$ cat src/rtl/traffic_pkg.sv
// rtl/traffic_pkg.sv - lamp encodings, controller states and lamp decode
package traffic_pkg;

  typedef enum logic [1:0] {
    RED    = 2'd0,
    YELLOW = 2'd1,
    GREEN  = 2'd2,
    OFF    = 2'd3
  } light_e;

  typedef enum logic [2:0] {
    NS_GREEN  = 3'd0,
    NS_YELLOW = 3'd1,
    ALL_RED1  = 3'd2,
    EW_GREEN  = 3'd3,
    EW_YELLOW = 3'd4,
    ALL_RED2  = 3'd5,
    FLASH     = 3'd6
  } state_e;

  // Returns {ns_lamp, ew_lamp}; phase only matters while flashing.
  function automatic logic [3:0] lamps(state_e s, logic phase);
    case (s)
      NS_GREEN:  lamps = {GREEN, RED};
      NS_YELLOW: lamps = {YELLOW, RED};
      EW_GREEN:  lamps = {RED, GREEN};
      EW_YELLOW: lamps = {RED, YELLOW};
      FLASH:     lamps = phase ? {OFF, OFF} : {YELLOW, RED};
      default:   lamps = {RED, RED};
    endcase
  endfunction

endpackage

$ cat src/rtl/traffic_phase_timer.sv
// rtl/traffic_phase_timer.sv - phase cycle counter with clear and terminal compare
module traffic_phase_timer #(
  parameter int CNT_W = 8
) (
  input  logic             clock,
  input  logic             reset,
  input  logic             clr,
  input  logic [CNT_W-1:0] term,
  output logic [CNT_W-1:0] count,
  output logic             done
);

  logic [CNT_W-1:0] count_q;

  // Saturates so a long-held NS green never falls back below its minimum.
  always_ff @(posedge clock or posedge reset) begin
    if (reset) begin
      count_q <= '0;
    end else if (clr) begin
      count_q <= '0;
    end else if (count_q != {CNT_W{1'b1}}) begin
      count_q <= count_q + 1'b1;
    end
  end

  assign count = count_q;
  assign done  = (count_q == term);

endmodule

$ cat src/rtl/traffic_ctrl_timed.sv
// rtl/traffic_ctrl_timed.sv - timed two-road light controller with ped request and flash mode
module traffic_ctrl_timed
  import traffic_pkg::*;
#(
  parameter int CNT_W        = 8,
  parameter int MIN_GREEN_NS = 8,
  parameter int YELLOW_T     = 3,
  parameter int ALL_RED_T    = 2,
  parameter int MIN_GREEN_EW = 4,
  parameter int MAX_GREEN_EW = 10,
  parameter int FLASH_T      = 4
) (
  input  logic       clock,
  input  logic       reset,
  input  logic       X,
  input  logic       ped_btn,
  input  logic       flash,
  output logic [1:0] ns_light,
  output logic [1:0] ew_light,
  output logic       ped_walk
);

  localparam logic [CNT_W-1:0] T_NS_MIN = CNT_W'(MIN_GREEN_NS - 1);
  localparam logic [CNT_W-1:0] T_YEL    = CNT_W'(YELLOW_T - 1);
  localparam logic [CNT_W-1:0] T_RED    = CNT_W'(ALL_RED_T - 1);
  localparam logic [CNT_W-1:0] T_EW_MIN = CNT_W'(MIN_GREEN_EW - 1);
  localparam logic [CNT_W-1:0] T_EW_MAX = CNT_W'(MAX_GREEN_EW - 1);
  localparam logic [CNT_W-1:0] T_FLASH  = CNT_W'(FLASH_T - 1);

  state_e           state_q, state_d;
  logic             ped_req_q, ped_req_d;
  logic             walk_q, walk_d;
  logic             phase_q, phase_d;
  logic [CNT_W-1:0] timer_q, term;
  logic             timer_done, timer_clr, enter_ew;

  traffic_phase_timer #(.CNT_W(CNT_W)) u_timer (
    .clock (clock),
    .reset (reset),
    .clr   (timer_clr),
    .term  (term),
    .count (timer_q),
    .done  (timer_done)
  );

  always_comb begin
    state_d   = state_q;
    phase_d   = phase_q;
    term      = '0;
    timer_clr = 1'b0;
    case (state_q)
      NS_GREEN: begin
        term = T_NS_MIN;
        if (timer_q >= T_NS_MIN && (X || ped_req_q)) state_d = NS_YELLOW;
      end
      NS_YELLOW: begin
        term = T_YEL;
        if (timer_done) state_d = ALL_RED1;
      end
      ALL_RED1: begin
        term = T_RED;
        if (timer_done) state_d = EW_GREEN;
      end
      EW_GREEN: begin
        term = T_EW_MAX;
        if ((timer_q >= T_EW_MIN && !X && !walk_q) || timer_done) state_d = EW_YELLOW;
      end
      EW_YELLOW: begin
        term = T_YEL;
        if (timer_done) state_d = ALL_RED2;
      end
      ALL_RED2: begin
        term = T_RED;
        if (timer_done) state_d = NS_GREEN;
      end
      FLASH: begin
        term = T_FLASH;
        if (timer_done) begin
          phase_d   = ~phase_q;
          timer_clr = 1'b1;
        end
        if (!flash) state_d = ALL_RED2;
      end
      default: state_d = ALL_RED2;
    endcase

    // Flash overrides every other exit; a fresh entry always starts in phase 0.
    if (flash) begin
      state_d = FLASH;
      if (state_q != FLASH) phase_d = 1'b0;
    end
    if (state_d != state_q) timer_clr = 1'b1;

    enter_ew = (state_d == EW_GREEN) && (state_q != EW_GREEN);
    if (flash)         ped_req_d = 1'b0;
    else if (ped_btn)  ped_req_d = 1'b1;
    else if (enter_ew) ped_req_d = 1'b0;
    else               ped_req_d = ped_req_q;

    if (state_d == EW_GREEN) walk_d = enter_ew ? ped_req_q : walk_q;
    else                     walk_d = 1'b0;
  end

  always_ff @(posedge clock or posedge reset) begin
    if (reset) begin
      state_q   <= NS_GREEN;
      ped_req_q <= 1'b0;
      walk_q    <= 1'b0;
      phase_q   <= 1'b0;
      ns_light  <= GREEN;
      ew_light  <= RED;
      ped_walk  <= 1'b0;
    end else begin
      state_q                <= state_d;
      ped_req_q              <= ped_req_d;
      walk_q                 <= walk_d;
      phase_q                <= phase_d;
      {ns_light, ew_light}   <= lamps(state_d, phase_d);
      ped_walk               <= walk_d;
    end
  end

endmodule

$ cat config.mk
export PLATFORM = sky130hd
export DESIGN_NAME = traffic_ctrl_timed
export DESIGN_NICKNAME = d
export VERILOG_FILES = /design/src/rtl/traffic_pkg.sv /design/src/rtl/traffic_phase_timer.sv /design/src/rtl/traffic_ctrl_timed.sv
export SDC_FILE = /design/constraint.sdc
export NUM_CORES = 1
export LEC_CHECK = 0
export ABC_CLOCK_PERIOD_IN_PS = 3730
export BUFFER_PORTS_ARGS = -buffer_cell sky130_fd_sc_hd__buf_4
export CORE_ASPECT_RATIO = 0.7
export CORE_UTILIZATION = 40
export DETAILED_ROUTE_END_ITERATION = 8
export GPL_ROUTABILITY_DRIVEN = 0
export PLACE_DENSITY = 0.68
export SYNTH_ARGS = -nofsm -noshare
export SYNTH_HDL_FRONTEND = slang
export SYNTH_SLANG_ARGS = --single-unit
$ cat constraint.sdc
create_clock -name clock -period 3.73 [get_ports clock]
set_clock_uncertainty 0.2 [all_clocks]
set_input_delay 0.746 -clock clock [delete_from_list [all_inputs] [get_ports clock]]
set_output_delay 0.746 -clock clock [all_outputs]
set_load 0.02 [all_outputs]
# Word level (Yosys, flattened, before mapping)
# Cells that the tools add are included.
# totals
regBits	18
in_bits	5
wordCells	66
# classes
add_sub_neg	1
order_cmp	2
n_eq_ne	16
mux	25
n_bitwise	1
n_reduce_logical	14
# ops
cell	n
$pmux 4 s5	2
$mux 3	7
$pmux 3 s6	1
$mux 8	2
$eq 3x3->1 const B	5
$mux 1	12
$eq 3x2->1 const B	3
$add 8x1->8 const B	1
$eq 8x4->1	1
$ge 8x2->1 const B	1
$ge 8x3->1 const B	1
$ne 8x8->1 const B	1
$eq 3x1->1 const B	2
$logic_not 3->1	2
$logic_and 1x1->1	4
$mux 4	1
$reduce_or 2->1	2
$ne 3x2->1 const B	1
$ne 3x3->1	1
$ne 3x3->1 const B	1
$reduce_bool 3->1	1
$logic_not 1->1	2
$logic_or 1x1->1	2
$ne 2x2->1 const B	1
2 further kinds	2

# Logic depth before layout (Yosys ltp)
# Gate-level depths: netlist of run 1.
# depth
word_depth	13
mapped_depth	8
depth_no_buf	7

# Cells and area by module
# A second synthesis of run 1 with hierarchy kept.
# unflattened
hier_cells	141
area_unflattened_um2	1229.9
# modules_own_cells
mod	instances	cells_each	area_each_um2
traffic_ctrl_timed	1	76	658.1
traffic_phase_timer	1	65	571.8

# Worst setup path after synthesis of run 1
# No wires, ideal clock.
# synth_path
path_type	register to register
start	reg u_timer.count_q[4], in the netlist u_timer.count[4]
end	reg ped_req_q
arrival_ns	2.004
required_time_ns	3.448
setup_slack_ns	1.444
stages_incl_launch_ff	6
synth_period_minus_slack_ns	2.286
path_cell_list	dfrtp_1 > or4_4 > o311ai_2 > o31ai_1 > or4b_1 > a31oi_1
# synth_via
elab_chain_len	10
# synth_lines
item	line	source
start: declaration	traffic_phase_timer.sv:13	logic [CNT_W-1:0] count_q;
start signal: assignment	traffic_phase_timer.sv:22	count_q <= count_q + 1'b1;
$ge 8x2->1	traffic_ctrl_timed.sv:66	if ((timer_q >= T_EW_MIN && !X && !walk_q) || timer_done) state_d = EW_YELLOW;
$logic_and 1x1->1 (2 in series)	traffic_ctrl_timed.sv:66	
$logic_or 1x1->1	traffic_ctrl_timed.sv:66	
$mux 3	traffic_ctrl_timed.sv:66	
$pmux 3 s6 (*)	traffic_ctrl_timed.sv:51	case (state_q)
$mux 3 (*)	traffic_ctrl_timed.sv:88	if (flash) begin
$eq 3x2->1 (*)	traffic_ctrl_timed.sv:94	enter_ew = (state_d == EW_GREEN) && (state_q != EW_GREEN);
$logic_and 1x1->1 (*)	traffic_ctrl_timed.sv:94	
$reduce_bool 3->1 (no line) (*)	--	
end signal: assignment	traffic_ctrl_timed.sv:115	ped_req_q <= ped_req_d;
end: declaration	traffic_ctrl_timed.sv:31	logic ped_req_q, ped_req_d;
# Every way passes the cells marked *; elsewhere a longest branch is shown, timed or not.
# A chain may end at the register's enable or synchronous reset.

# Final worst setup path of run 1
# layout_path
start	reg state_q[0]
end	reg ew_light[0]
# layout_via
elab_chain_len	10
# layout_lines
item	line	source
start: declaration	traffic_ctrl_timed.sv:30	state_e state_q, state_d;
start signal: assignment	traffic_ctrl_timed.sv:114	state_q <= state_d;
$eq 3x3->1, or another cell as far along	traffic_ctrl_timed.sv:51	
$reduce_or 2->1 (no line)	--	
$pmux 4 s5	traffic_ctrl_timed.sv:51	
$eq 8x4->1	traffic_phase_timer.sv:27	assign done = (count_q == term);
$logic_or 1x1->1 / $mux 1 (equally long branches)	traffic_ctrl_timed.sv:66, traffic_ctrl_timed.sv:78	
$mux 3 / $mux 1 (equally long branches)	traffic_ctrl_timed.sv:66, traffic_ctrl_timed.sv:51	
$pmux 3 s6 / $mux 1 (equally long branches)	traffic_ctrl_timed.sv:51, traffic_ctrl_timed.sv:90	
$mux 3 / $mux 1 (equally long branches)	traffic_ctrl_timed.sv:88	
$eq 3x3->1, or another cell as far along	traffic_pkg.sv:23	case (s)
$pmux 4 s5 (*)	traffic_pkg.sv:23	
end signal: assignment	traffic_ctrl_timed.sv:118	{ns_light, ew_light} <= lamps(state_d, phase_d);
end: declaration	traffic_ctrl_timed.sv:19	output logic [1:0] ew_light,
# Marked as above.

==> impl_results.md, run 1 <==
- TritonCTS clock tree: done
- Count of inserted antenna diode cells: 0
- Start point of the worst min-delay path: u_timer.count[6]
- Initial Utilization: 42.6%
- Number of design rule violations left after detail routing: 0
- Crit share post-route: 71.6%
- Async set-reset flop share out of synthesis: 100%
- Launch point of the critical path: state_q[0]
- Number of cell rows: 16
- Relative slew margins: 53.7%
- Number of inserted filler cells in the final layout: 262
- Category of the critical setup timing path: register to register
- Placed instance area: 1270 um2
- Post-route non-filler standard cell count: 175
- Register area share after synthesis: 37.5%
- Core area: 2820 um2
- RSZ-0062 raised after global routing: false
- Buffer type at the clock tree root: sky130_fd_sc_hd__clkbuf_8
- Most used flip-flop cell after synthesis: sky130_fd_sc_hd__dfrtp_1
- Number of global-route vias before repair: 830
- Post-CTS clock slew at the launch and capture registers of the worst setup and hold paths: 0.07 ns
- Setup Buffers After CTS: 0
- Wire length of the first global-routing pass: 4130 um
- Flop and latch count out of synthesis: 18
- Grt total ovfl: 0
- Avg Vias per Cell: 5.89
- Routed length per placed instance: 14.4 um
- Pin slew with the least headroom to its limit: 0.694 ns
- DIE AREA: 3240 um2
- Residual antenna-violating net count after detailed routing: 0
- Worst min-delay path class: register to register
- Overall Global Routing Usage: 17.8%
- Port-buffer cells: 9
- Maxcap violations: 0
- Total nets after synthesis: 141
- Maximum level of the CTS H-tree: 1
- Total placed cells including tap cells: 171
- Maximum ir drop on the vdd rail: 231 uV
- Antenna violations before repair: 0
- Number of distinct standard cells referenced by the synthesized netlist: 46
- Worst setup EP type: register
- Die width: 67.6 um
- Startpoint kind of the worst setup timing path: register
- Pin count of the biggest net entering global routing: 19
- R2R Path Start: state_q[0]
- Final Max Tran Viols: 0
- Half-perimeter wire length after detailed placement: 1790 um
- CTS hold repair buffers: 0
- Arr. time, crit path: 2.66 ns
- Areal power density over the cells: 599 nW/um2
- PostCTS Resize Cnt: 0
- Hold Vio Cnt, Final: 0
- Number of detailed-routing iterations run before antenna repair: 4
- Number of instances in the synthesized netlist: 135
- Via count: 1031
- Cell area after synthesis: 1200 um2
- Worst endpoint required time: 3.72 ns
- Number of clock sinks: 18
- Highest net fanout along the worst path: 17
- Synthesized area divided by synthesized cell count: 8.92 um2
- Number of enable flip-flop cells after synthesis: 0
- Height of the die: 47.9 um
- CTS buffer count: 3
- Sum of negative setup slack: 0 ns
- Boundary pin count: 10
- # nets final: 146
- Finished layout cell area: 1330 um2
- Yosys warning total: 0
- Top library cells by usage in the layout, fill and taps aside: sky130_fd_sc_hd__dfrtp_1 (17), sky130_fd_sc_hd__nor2_1 (11), sky130_fd_sc_hd__buf_4 (9), sky130_fd_sc_hd__nand2_1 (8)
- Drt initial violations: 69
- Leakage power: 0.000569 uW
- Register cell area after layout: 452 um2
- Peak clock frequency supported by timing: 375 MHz
- Area of combinational cells with multiple inputs: 683 um2
- Outcome: finished, final reports clean
- Final routed wirelength across all metal layers: 2520 um
- Share of cells above drive strength 1: 16.5%
- Most common cell after layout, fill and taps aside: sky130_fd_sc_hd__dfrtp_1
- Maximum clock insertion buffer count: 2
- Area overhead of the layout relative to synthesis: 10.4%
- Minimum clock period: 2.67 ns
- Worst-Skew Late Latency: 0.25 ns
- Final setup violation count: 0
-- routing by layer --
metal	part of all wire [%]	vias up	GRT usage, %
met5	0	-	0
met3	9.0	0	4.76
met4	0	0	5.11
li1	-	510	-
met2	41	35	22.6
met1	50	486	28.1
-- kinds of logic after synthesis --
kind of cell               share of synthesized area (%)
DFF                                                 37.5
adders and majority gates                           1.04
buffers and inverters                               5.72
and+or+nand+nor                                     27.0
muxes                                               2.49
AOI/OAI and AO/OA                                   20.4
xor gates and xnor gates                            5.82
-- synth_stat cells, types with 4 or more instances --
cell / count / area [um2]
sky130_fd_sc_hd__nand3_1: 4 / 20.0
sky130_fd_sc_hd__xor2_1: 5 / 43.8
sky130_fd_sc_hd__nor2_1: 11 / 41.3
sky130_fd_sc_hd__buf_2: 7 / 35.0
sky130_fd_sc_hd__and3_1: 4 / 25.0
sky130_fd_sc_hd__dfrtp_1: 17 / 425
sky130_fd_sc_hd__nor3_1: 4 / 20.0
sky130_fd_sc_hd__inv_1: 7 / 26.3
sky130_fd_sc_hd__a21oi_1: 7 / 35.0
sky130_fd_sc_hd__a211oi_1: 4 / 30.0
sky130_fd_sc_hd__nand2_1: 8 / 30.0
sky130_fd_sc_hd__o21ai_0: 7 / 35.0
-- critical path: stages (launching register included) --
cell and delay, ns:
sky130_fd_sc_hd__dfrtp_1 0.66, sky130_fd_sc_hd__nand2b_1 0.19, sky130_fd_sc_hd__o211a_1 0.27, sky130_fd_sc_hd__o22ai_1 0.36, sky130_fd_sc_hd__a21oi_1 0.17, sky130_fd_sc_hd__nor4b_2 0.49, sky130_fd_sc_hd__a32o_1 0.26
-- through the flow --
step	utilization (%)	hold slack [ns]	setup WS, ns	power (uW)
global route	47.1	0.429	0.838	856
finish	47.1	0.379	1.06	796
CTS	47.1	0.376	1.10	796
detailed placement	45.1	0.360	1.13	634
global placement	45.1	0.338	1.15	628
floorplan	-	0.313	1.44	566
-- state kept, by name, summed over array words and instances, names as in the netlist --
name,cells
ew_light,2
walk_q,1
phase_q,1
u_timer.count,8
state_q,3
ns_light,2
ped_req_q,1
-- cell type report --
type,instances,share of cell area [%]
flip-flops and latches,18,34.0
well taps,36,3.39
clock buffers,4,4.14
multi-input cells,101,51.4
inverters,7,1.98
repair buffers,9,5.08
-- power by group --
group / switching [uW] / internal (uW)
sequential: 62.7 / 231
clock: 66.6 / 93.8
combinational: 199 / 143
-- path summary, 6_finish.rpt --
| check | slack (ns) | depth (start not counted) | to |
|---|---|---|---|
| min in group asynchronous | 0.40 | 2 | u_timer.count[1] |
| setup reg to reg | 1.06 | 6 | ew_light[0] |
| hold / removal | 0.38 | 1 | u_timer.count[6] |
| max in group asynchronous | 2.49 | 2 | state_q[1] |
| setup / recovery | 1.06 | 6 | ew_light[0] |
| hold reg to reg | 0.38 | 1 | u_timer.count[6] |
(Power assumes the default switching activity.)
==> run 2: changes to the inputs <==
--- a/config.mk
+++ b/config.mk
@@ -5,7 +5,7 @@
 export SDC_FILE = /design/constraint.sdc
 export NUM_CORES = 1
 export LEC_CHECK = 0
-export ABC_CLOCK_PERIOD_IN_PS = 3730
+export ABC_CLOCK_PERIOD_IN_PS = 2720
 export BUFFER_PORTS_ARGS = -buffer_cell sky130_fd_sc_hd__buf_4
 export CORE_ASPECT_RATIO = 0.7
 export CORE_UTILIZATION = 40
==> constraint.sdc (replaced) <==
create_clock -name clock -period 2.72 [get_ports clock]
set_clock_uncertainty 0.2 [all_clocks]
set_input_delay 0.544 -clock clock [delete_from_list [all_inputs] [get_ports clock]]
set_output_delay 0.544 -clock clock [all_outputs]
set_load 0.02 [all_outputs]
==> run 2 against run 1 <==
Compared with the run above:
- non-clock buffer count is 3 higher
- global-route usage is 1.2 points higher
- combinational power is 57% higher
- cell area is 3.0% higher
- sequential share of layout area is 0.90 points lower
- largest power group unchanged
- clock-buffer cell count stayed put
- largest cell class unchanged
==> impl_results.md, run 2 (synthesis gave the netlist of run 1 again) <==
- Sw Pwr: 481 uW (+46%)
- Initial Utilization: 42.6% (unchanged)
- Residual antenna-violating net count after detailed routing: 0 (unchanged)
- Wire length of the first global-routing pass: 4380 um (+6.0%)
- Startpoint kind of the worst setup timing path: register
- Cells along the critical path: xor2_1, o311ai_1, and3_2, a21oi_1, or4b_1, a31oi_1
- FF-to-FF End: ped_req_q
- Minimum clock period: 2.58 ns (-0.0914 ns)
- Share of cells above drive strength 1: 20.4% (+3.9 points)
- Sequential share of power: 34.0% (-2.9 points)
- Flip-flop count of the largest register after layout: 8 (unchanged)
- Area of combinational cells with multiple inputs: 699 um2 (+2.4%)
- Drt initial violations: 44 (-36%)
- Pin count of the biggest net entering global routing: 19 (unchanged)
- Number of inserted filler cells in the final layout: 257 (-1.9%)
- Maxcap violations: 0 (unchanged)
- Total Power: 1160 uW (+45%)
- Number of design rule violations left after detail routing: 0 (unchanged)
- R2R Path Start: state_q[0]
- Area overhead of the layout relative to synthesis: 13.7%
- Arr. time, crit path: 2.56 ns (-0.10 ns)
- TritonCTS clock tree: done
- Path depth of the worst reg2reg path: 6 (unchanged)
- Worst-Skew Late Latency: 0.26 ns (about the same)
- Overall Global Routing Usage: 19.0% (+1.2 points)
- Core area: 2820 um2 (unchanged)
- Worst stage delay on the critical path: 0.51 ns (-0.15 ns)
- Outcome: finished, final reports clean
- Category of the critical setup timing path: register to register
- RSZ-0062 raised after global routing: false
- Port-buffer cells: 9 (unchanged)
- Maximum ir drop on the vdd rail: 422 uV (+83%)
- Avg Vias per Cell: 5.85 (-0.73%)
- Maximum clock insertion buffer count: 2 (unchanged)
- Via count: 1041 (+0.97%)
- Relative slew margins: 54.0% (+0.34 points)
- Register-to-register setup slack: 0.14 ns (-0.92 ns)
- Clock power share: 19.5% (-0.6 points)
- DIE AREA: 3240 um2 (unchanged)
- Bufs and invs on worst path: 0 (unchanged)
- Die width: 67.6 um (unchanged)
- Number of cell rows: 16 (unchanged)
- Combinational Power Share: 46.6% (+3.6 points)
- Boundary pin count: 10 (unchanged)
- Most common cell after layout, fill and taps aside: sky130_fd_sc_hd__dfrtp_1
- Highest net fanout along the worst path: 9 (-8)
- Count of inserted antenna diode cells: 0 (unchanged)
- Switching part of the total: 41.6% (+0.28 points)
- Grt total ovfl: 0 (unchanged)
- Number of clock sinks: 18 (unchanged)
- # nets final: 149 (+2.1%)
- Final routed wirelength across all metal layers: 2740 um (+8.7%)
- Height of the die: 47.9 um (unchanged)
- Final Max Tran Viols: 0 (unchanged)
- Worst-case setup margin in the final layout: 0.141 ns (-0.919 ns)
- Post-CTS clock slew at the launch and capture registers of the worst setup and hold paths: 0.07 ns (about the same)
- Crit share post-route: 94.8% (+23 points)
- Cell with the largest stage delay on the worst path: sky130_fd_sc_hd__or4b_1
- Pin slew with the least headroom to its limit: 0.689 ns (-0.00507 ns)
- CTS hold repair buffers: 0 (unchanged)
- Register cell area after layout: 453 um2 (+0.28%)
- Top library cells by usage in the layout, fill and taps aside: sky130_fd_sc_hd__dfrtp_1 (16), sky130_fd_sc_hd__buf_4 (12), sky130_fd_sc_hd__nor2_1 (11), sky130_fd_sc_hd__nand2_1 (8)
- Worst min-delay path class: input pin to async pin
- Kind of cell adding the most delay to the critical path: simple AND/OR/NAND/NOR gates
- Number of global-route vias before repair: 882 (+6.3%)
- Areal power density over the cells: 845 nW/um2 (+41%)
- Hold Vio Cnt, Final: 0 (unchanged)
- Number of detailed-routing iterations run before antenna repair: 4 (unchanged)
- Buffer type at the clock tree root: sky130_fd_sc_hd__clkbuf_8
- Internal portion of total power: 675 uW (+45%)
- Routed length per placed instance: 15.4 um (+6.8%)
- Setup Slack @ Placement: -0.0115 ns (-1.14 ns)
- Worst endpoint required time: 2.70 ns (-1.02 ns)
- Worst setup EP type: register
- Peak clock frequency supported by timing: 388 MHz (+3.5%)
- CTS buffer count: 3 (unchanged)
- Half-perimeter wire length after detailed placement: 1990 um (+11%)
- Final setup violation count: 0 (unchanged)
- Leakage power: 0.000593 uW (+4.2%)
- Maximum level of the CTS H-tree: 1 (unchanged)
- Antenna violations before repair: 0 (unchanged)
## run 2: power groups by stage
stage	clock network [uW]	logic [uW]	registers, uW
final	225	538	393
after global routing	239	595	404
after CTS	226	518	390
after detailed placement	0	502	395
after global placement	0	495	390
after floorplan	0	406	369
## run 2: worst reg2reg max path: cells and delay by family, from the launching register on
| kind | cells | cell delay [ns] |
|---|---|---|
| AOI/OAI and AO/OA | 3 | 0.73 |
| xor gates and xnor gates | 1 | 0.21 |
| DFF | 1 | 0.50 |
| and+or+nand+nor | 2 | 0.86 |
## run 2: worst max path at each step
stage / startpoint / to / slack (ns) / cells past startpoint
floorplan: u_timer.count[4] / ped_req_q / 0.43 / 5
global placement: state_q[1] / ns_light[0] / 0.12 / 6
detailed placement: state_q[1] / ns_light[0] / -0.01 / 6
CTS: state_q[0] / ped_req_q / 0.12 / 6
global route: state_q[0] / ns_light[0] / 0.04 / 6
finish: state_q[0] / ped_req_q / 0.14 / 6
## run 2: metrics by stage
stage	utilization [%]	TNS (ns)	cells	hold slack [ns]	instance area, um2
final	48.5	0	178	0.185	1370
after global routing	48.5	0	178	0.264	1370
after CTS	48.2	0	178	0.226	1360
after detailed placement	45.9	-0.0115	174	0.345	1300
after global placement	45.9	0	174	0.337	1300
after floorplan	-	0	135	0.282	1200
## run 2: final cells by class
class | instances | share of cell area (%)
Clock buffer | 4 | 4.02
Inverter | 7 | 1.92
Multi-Input combinational cell | 101 | 51.1
Sequential cell | 18 | 33.1
Tap cell | 36 | 3.29
Timing Repair Buffer | 12 | 6.58
## run 2: metal layers
layer,track usage (%),wire (um),part of all wire [%],vias to the layer above
li1,-,-,-,510
met1,26.0,1260,46,476
met2,28.1,1190,43,51
met3,7.38,261,9.5,4
met4,4.26,27,0.99,0
met5,0,0,0,-
## run 2: repair_timing
item,CTS,global route
setup endpoints to repair,1,2
resized for setup,2,2
buffers inserted,0,0
==> run 3: changes to the inputs <==
--- a/config.mk
+++ b/config.mk
@@ -5,8 +5,10 @@
 export SDC_FILE = /design/constraint.sdc
 export NUM_CORES = 1
 export LEC_CHECK = 0
+export ABC_AREA = 1
 export ABC_CLOCK_PERIOD_IN_PS = 2720
 export BUFFER_PORTS_ARGS = -buffer_cell sky130_fd_sc_hd__buf_4
+export CAP_MARGIN = 5
 export CORE_ASPECT_RATIO = 0.7
 export CORE_UTILIZATION = 40
 export DETAILED_ROUTE_END_ITERATION = 8
==> run 3 against run 2 <==
Compared with the run above:
- die area grew 11%
- power shrank 35%
- synthesized cell count grew 33%
- critical path type unchanged
- flip-flop and latch count is the same
- largest cell class unchanged
- first-iteration DRC count grew 59%
- critical endpoint is now u_timer.count[0]
- critical path depth grew 8
- cell area grew 7.0%
- largest power group is now registers
- maximum frequency grew 13%
- clock power shrank 12%
==> impl_results.md, run 3 <==
- Outcome: finished, final reports clean
- PostCTS Resize Cnt: 0 (-2)
- Metal3 WL: 166 um (-36%)
- Area overhead of the layout relative to synthesis: 9.13%
- Initial Utilization: 42.4% (-0.28 points)
- Kind of cell adding the most delay to the critical path: simple AND/OR/NAND/NOR gates
- Async set-reset flop share out of synthesis: 100% (unchanged)
- Category of the critical setup timing path: register to register
- Via count: 1113 (+6.9%)
- Relative slew margins: 53.2% (-0.83 points)
- Count of inserted antenna diode cells: 0 (unchanged)
- CTS buffer count: 3 (unchanged)
- DIE AREA: 3600 um2 (+11%)
- Final routed wirelength across all metal layers: 2600 um (-4.9%)
- Avg Vias per Cell: 4.90 (-16%)
- TritonCTS clock tree: done
- Pin slew with the least headroom to its limit: 0.702 ns (+0.0124 ns)
- Met1 layer wirelength in the final routing: 1480 um (+17%)
- Total placed cells including tap cells: 223 (+28%)
- Cell area after synthesis: 1340 um2 (+12%)
- Worst-Skew Late Latency: 0.26 ns (about the same)
- Number of enable flip-flop cells after synthesis: 0 (unchanged)
- Yosys warning total: 0 (unchanged)
- Most area-consuming cells after synthesis: sky130_fd_sc_hd__dfrtp_1 (32%), sky130_fd_sc_hd__nand2_1 (10%), sky130_fd_sc_hd__nand2_2 (6.5%), sky130_fd_sc_hd__nor2_2 (5.6%), sky130_fd_sc_hd__inv_1 (5.0%)
- Arr. time, crit path: 2.28 ns (-0.28 ns)
- Top cell type's share of synthesized area: 31.7% (-3.7 points)
- Xor-xnor portion of the synthesized cell area: 1.96% (-3.9 points)
- Worst min-delay path class: input pin to async pin
- Number of design rule violations left after detail routing: 0 (unchanged)
- Number of global-route vias before repair: 913 (+3.5%)
- Share of synthesized cell area in and, or, nand and nor gates: 43.4% (+16 points)
- Number of cell rows: 17 (+1)
- Height of the die: 50.5 um (+5.4%)
- CTS hold repair buffers: 0 (unchanged)
- Final setup violation count: 0 (unchanged)
- Setup Buffers After CTS: 0 (unchanged)
- Drt initial violations: 70 (+59%)
- Port-buffer cells: 9 (unchanged)
- RSZ-0062 raised after global routing: false
- Clock power share: 26.1% (+6.6 points)
- Wire length of the first global-routing pass: 4390 um (+0.16%)
- Antenna violations before repair: 0 (unchanged)
- Sw Pwr: 272 uW (-43%)
- Post-CTS clock slew at the launch and capture registers of the worst setup and hold paths: 0.07 ns (about the same)
- Core area: 3170 um2 (+12%)
- Maxcap violations: 0 (unchanged)
- Leakage power: 0.000709 uW (+20%)
- Portion of netlist area occupied by mux cells: 0% (-2.5 points)
- Detailed route wirelength on metal2: 935 um (-21%)
- Post-synthesis cell type with the largest combined area: sky130_fd_sc_hd__dfrtp_1
- Routed length per placed instance: 11.5 um (-25%)
- Most used flip-flop cell after synthesis: sky130_fd_sc_hd__dfrtp_1
- Synthesized area divided by synthesized cell count: 7.50 um2 (-16%)
- Number of instances in the synthesized netlist: 179 (+33%)
- Share of cells above drive strength 1: 33.3% (+13 points)
- Buffer type at the clock tree root: sky130_fd_sc_hd__clkbuf_8
- Number of clock sinks: 18 (unchanged)
- Cells along the critical path: inv_4, nand2_1, nand2_1, nand2_1, nand2_1, inv_2, nand3_4, nand3_2, nand3_4, nand2_2, nand2_2, nor2_4, nand2_4, nor2_2
- Boundary pin count: 10 (unchanged)
- # nets final: 196 (+32%)
- Register area share after synthesis: 33.6% (-3.9 points)
- Worst stage delay on the critical path: 0.65 ns (+0.14 ns)
- Hold Vio Cnt, Final: 0 (unchanged)
- Overall Global Routing Usage: 16.6% (-2.3 points)
- Sequential share of power: 42.4% (+8.4 points)
- Minimum clock period: 2.28 ns (-0.295 ns)
- Maximum ir drop on the vdd rail: 348 uV (-18%)
- Uppermost signal routing layer after detailed routing: met4
- Final Core Density: 46.2% (-2.3 points)
- Worst setup EP type: register
- Top library cells by usage in the layout, fill and taps aside: sky130_fd_sc_hd__nand2_1 (36), sky130_fd_sc_hd__inv_1 (18), sky130_fd_sc_hd__dfrtp_1 (17), sky130_fd_sc_hd__nand2_2 (14)
- Highest net fanout along the worst path: 9 (unchanged)
- Worst endpoint required time: 2.71 ns (about the same)
- Number of distinct standard cells referenced by the synthesized netlist: 28 (-39%)
- Number of detailed-routing iterations run before antenna repair: 4 (unchanged)
- Flip-flop count of the largest register after layout: 8 (unchanged)
- Post-Synth Adder-Cell Area: 0.932% (-0.11 points)
- Cell types with the highest counts after synthesis: sky130_fd_sc_hd__nand2_1 (36), sky130_fd_sc_hd__inv_1 (18), sky130_fd_sc_hd__dfrtp_1 (17)
- Maximum level of the CTS H-tree: 1 (unchanged)
- Pin count of the biggest net entering global routing: 19 (unchanged)
- Switching part of the total: 36.1% (-5.5 points)
- Cell with the most instances on the worst path: sky130_fd_sc_hd__nand2_1
- Residual antenna-violating net count after detailed routing: 0 (unchanged)
- Maximum clock insertion buffer count: 2 (unchanged)
- Die width: 71.2 um (+5.4%)
- Most common cell after layout, fill and taps aside: sky130_fd_sc_hd__nand2_1
- Post-route non-filler standard cell count: 227 (+28%)
- Fraction of the mapped netlist area in compound gates: 8.11% (-12 points)
- Startpoint kind of the worst setup timing path: register
- Grt total ovfl: 0 (unchanged)
- Total nets after synthesis: 185 (+31%)
- Areal power density over the cells: 514 nW/um2 (-39%)
- Cell with the largest stage delay on the worst path: sky130_fd_sc_hd__dfrtp_1
- Path depth of the worst reg2reg path: 14 (+8)
- Hold slack: 0.193 ns (+0.00761 ns)
- CP Depth: 14 (+8)
- Internal portion of total power: 482 uW (-29%)
- Combinational Power Share: 31.5% (-15 points)
- Crit share post-route: 83.9% (-11 points)
- Flop and latch count out of synthesis: 18 (unchanged)
- Top-count cell post-synth: sky130_fd_sc_hd__nand2_1
- Half-perimeter wire length after detailed placement: 2100 um (+5.4%)
- Main combinational cell family by area after synthesis: simple AND/OR/NAND/NOR gates
- Sum of negative setup slack: 0 ns (unchanged)
- Bufs and invs on worst path: 2 (+2)
- Final Max Tran Viols: 0 (unchanged)
- Peak clock frequency supported by timing: 438 MHz (+13%)
[run 3: changes by cell type in the layout (fill, tap and decap cells not counted), moves of 8 or more]
cell | previous run | this run
sky130_fd_sc_hd__inv_2 | 0 | 8
sky130_fd_sc_hd__nor2_2 | 0 | 12
sky130_fd_sc_hd__inv_1 | 7 | 18
sky130_fd_sc_hd__nand2_1 | 8 | 36
sky130_fd_sc_hd__nand3_1 | 4 | 12
sky130_fd_sc_hd__nand2_2 | 0 | 14
[run 3: logic make-up (layout without fill, tap and decap cells)]
kind of cell,after synthesis,in the layout
simple gates,104,104
buf+inv,33,43
compound gates,20,20
flops,18,18
xor+xnor,3,3
fa+ha+maj,1,1
[run 3: path summary, 6_finish.rpt]
path                            start               end  slack, ns
hold reg to reg             ped_req_q         ped_req_q       0.36
min in group clock            ped_btn         ped_req_q       0.30
max in group asynchronous       reset       ns_light[0]       1.68
setup / recovery           state_q[0]  u_timer.count[0]       0.44
setup reg to reg           state_q[0]  u_timer.count[0]       0.44
hold / removal                  reset           phase_q       0.19
[run 3: metrics by stage]
step / instance area (um2) / total power (uW) / setup slack, ns
2_1_floorplan: 1340 / 514 / 0.798
4_1_cts: 1470 / 762 / 0.441
3_3_place_gp: 1420 / 562 / 0.417
6_report: 1470 / 754 / 0.437
3_5_place_dp: 1420 / 562 / 0.456
5_1_grt: 1470 / 805 / 0.232
[run 3: power by group through the flow]
stage | sequential, uW | combinational (uW) | clock [uW]
final | 319 | 237 | 197
after global routing | 323 | 266 | 216
after CTS | 319 | 238 | 205
after detailed placement | 324 | 238 | 0
after global placement | 324 | 238 | 0
after floorplan | 321 | 193 | 0
[run 3: layout make-up]
class / instances / area [um2]
Fill cell: 303 / 1700
Tap cell: 38 / 47.5
Multi-Input combinational cell: 128 / 731
Clock buffer: 4 / 45.0
Sequential cell: 18 / 452
Inverter: 30 / 123
Timing Repair Buffer: 9 / 67.6
[run 3: per-layer routing]
metal,vias to the layer above,global-route usage (%)
li1,585,-
met1,492,27.5
met2,33,19.4
met3,3,4.22
met4,0,6.00
met5,-,0
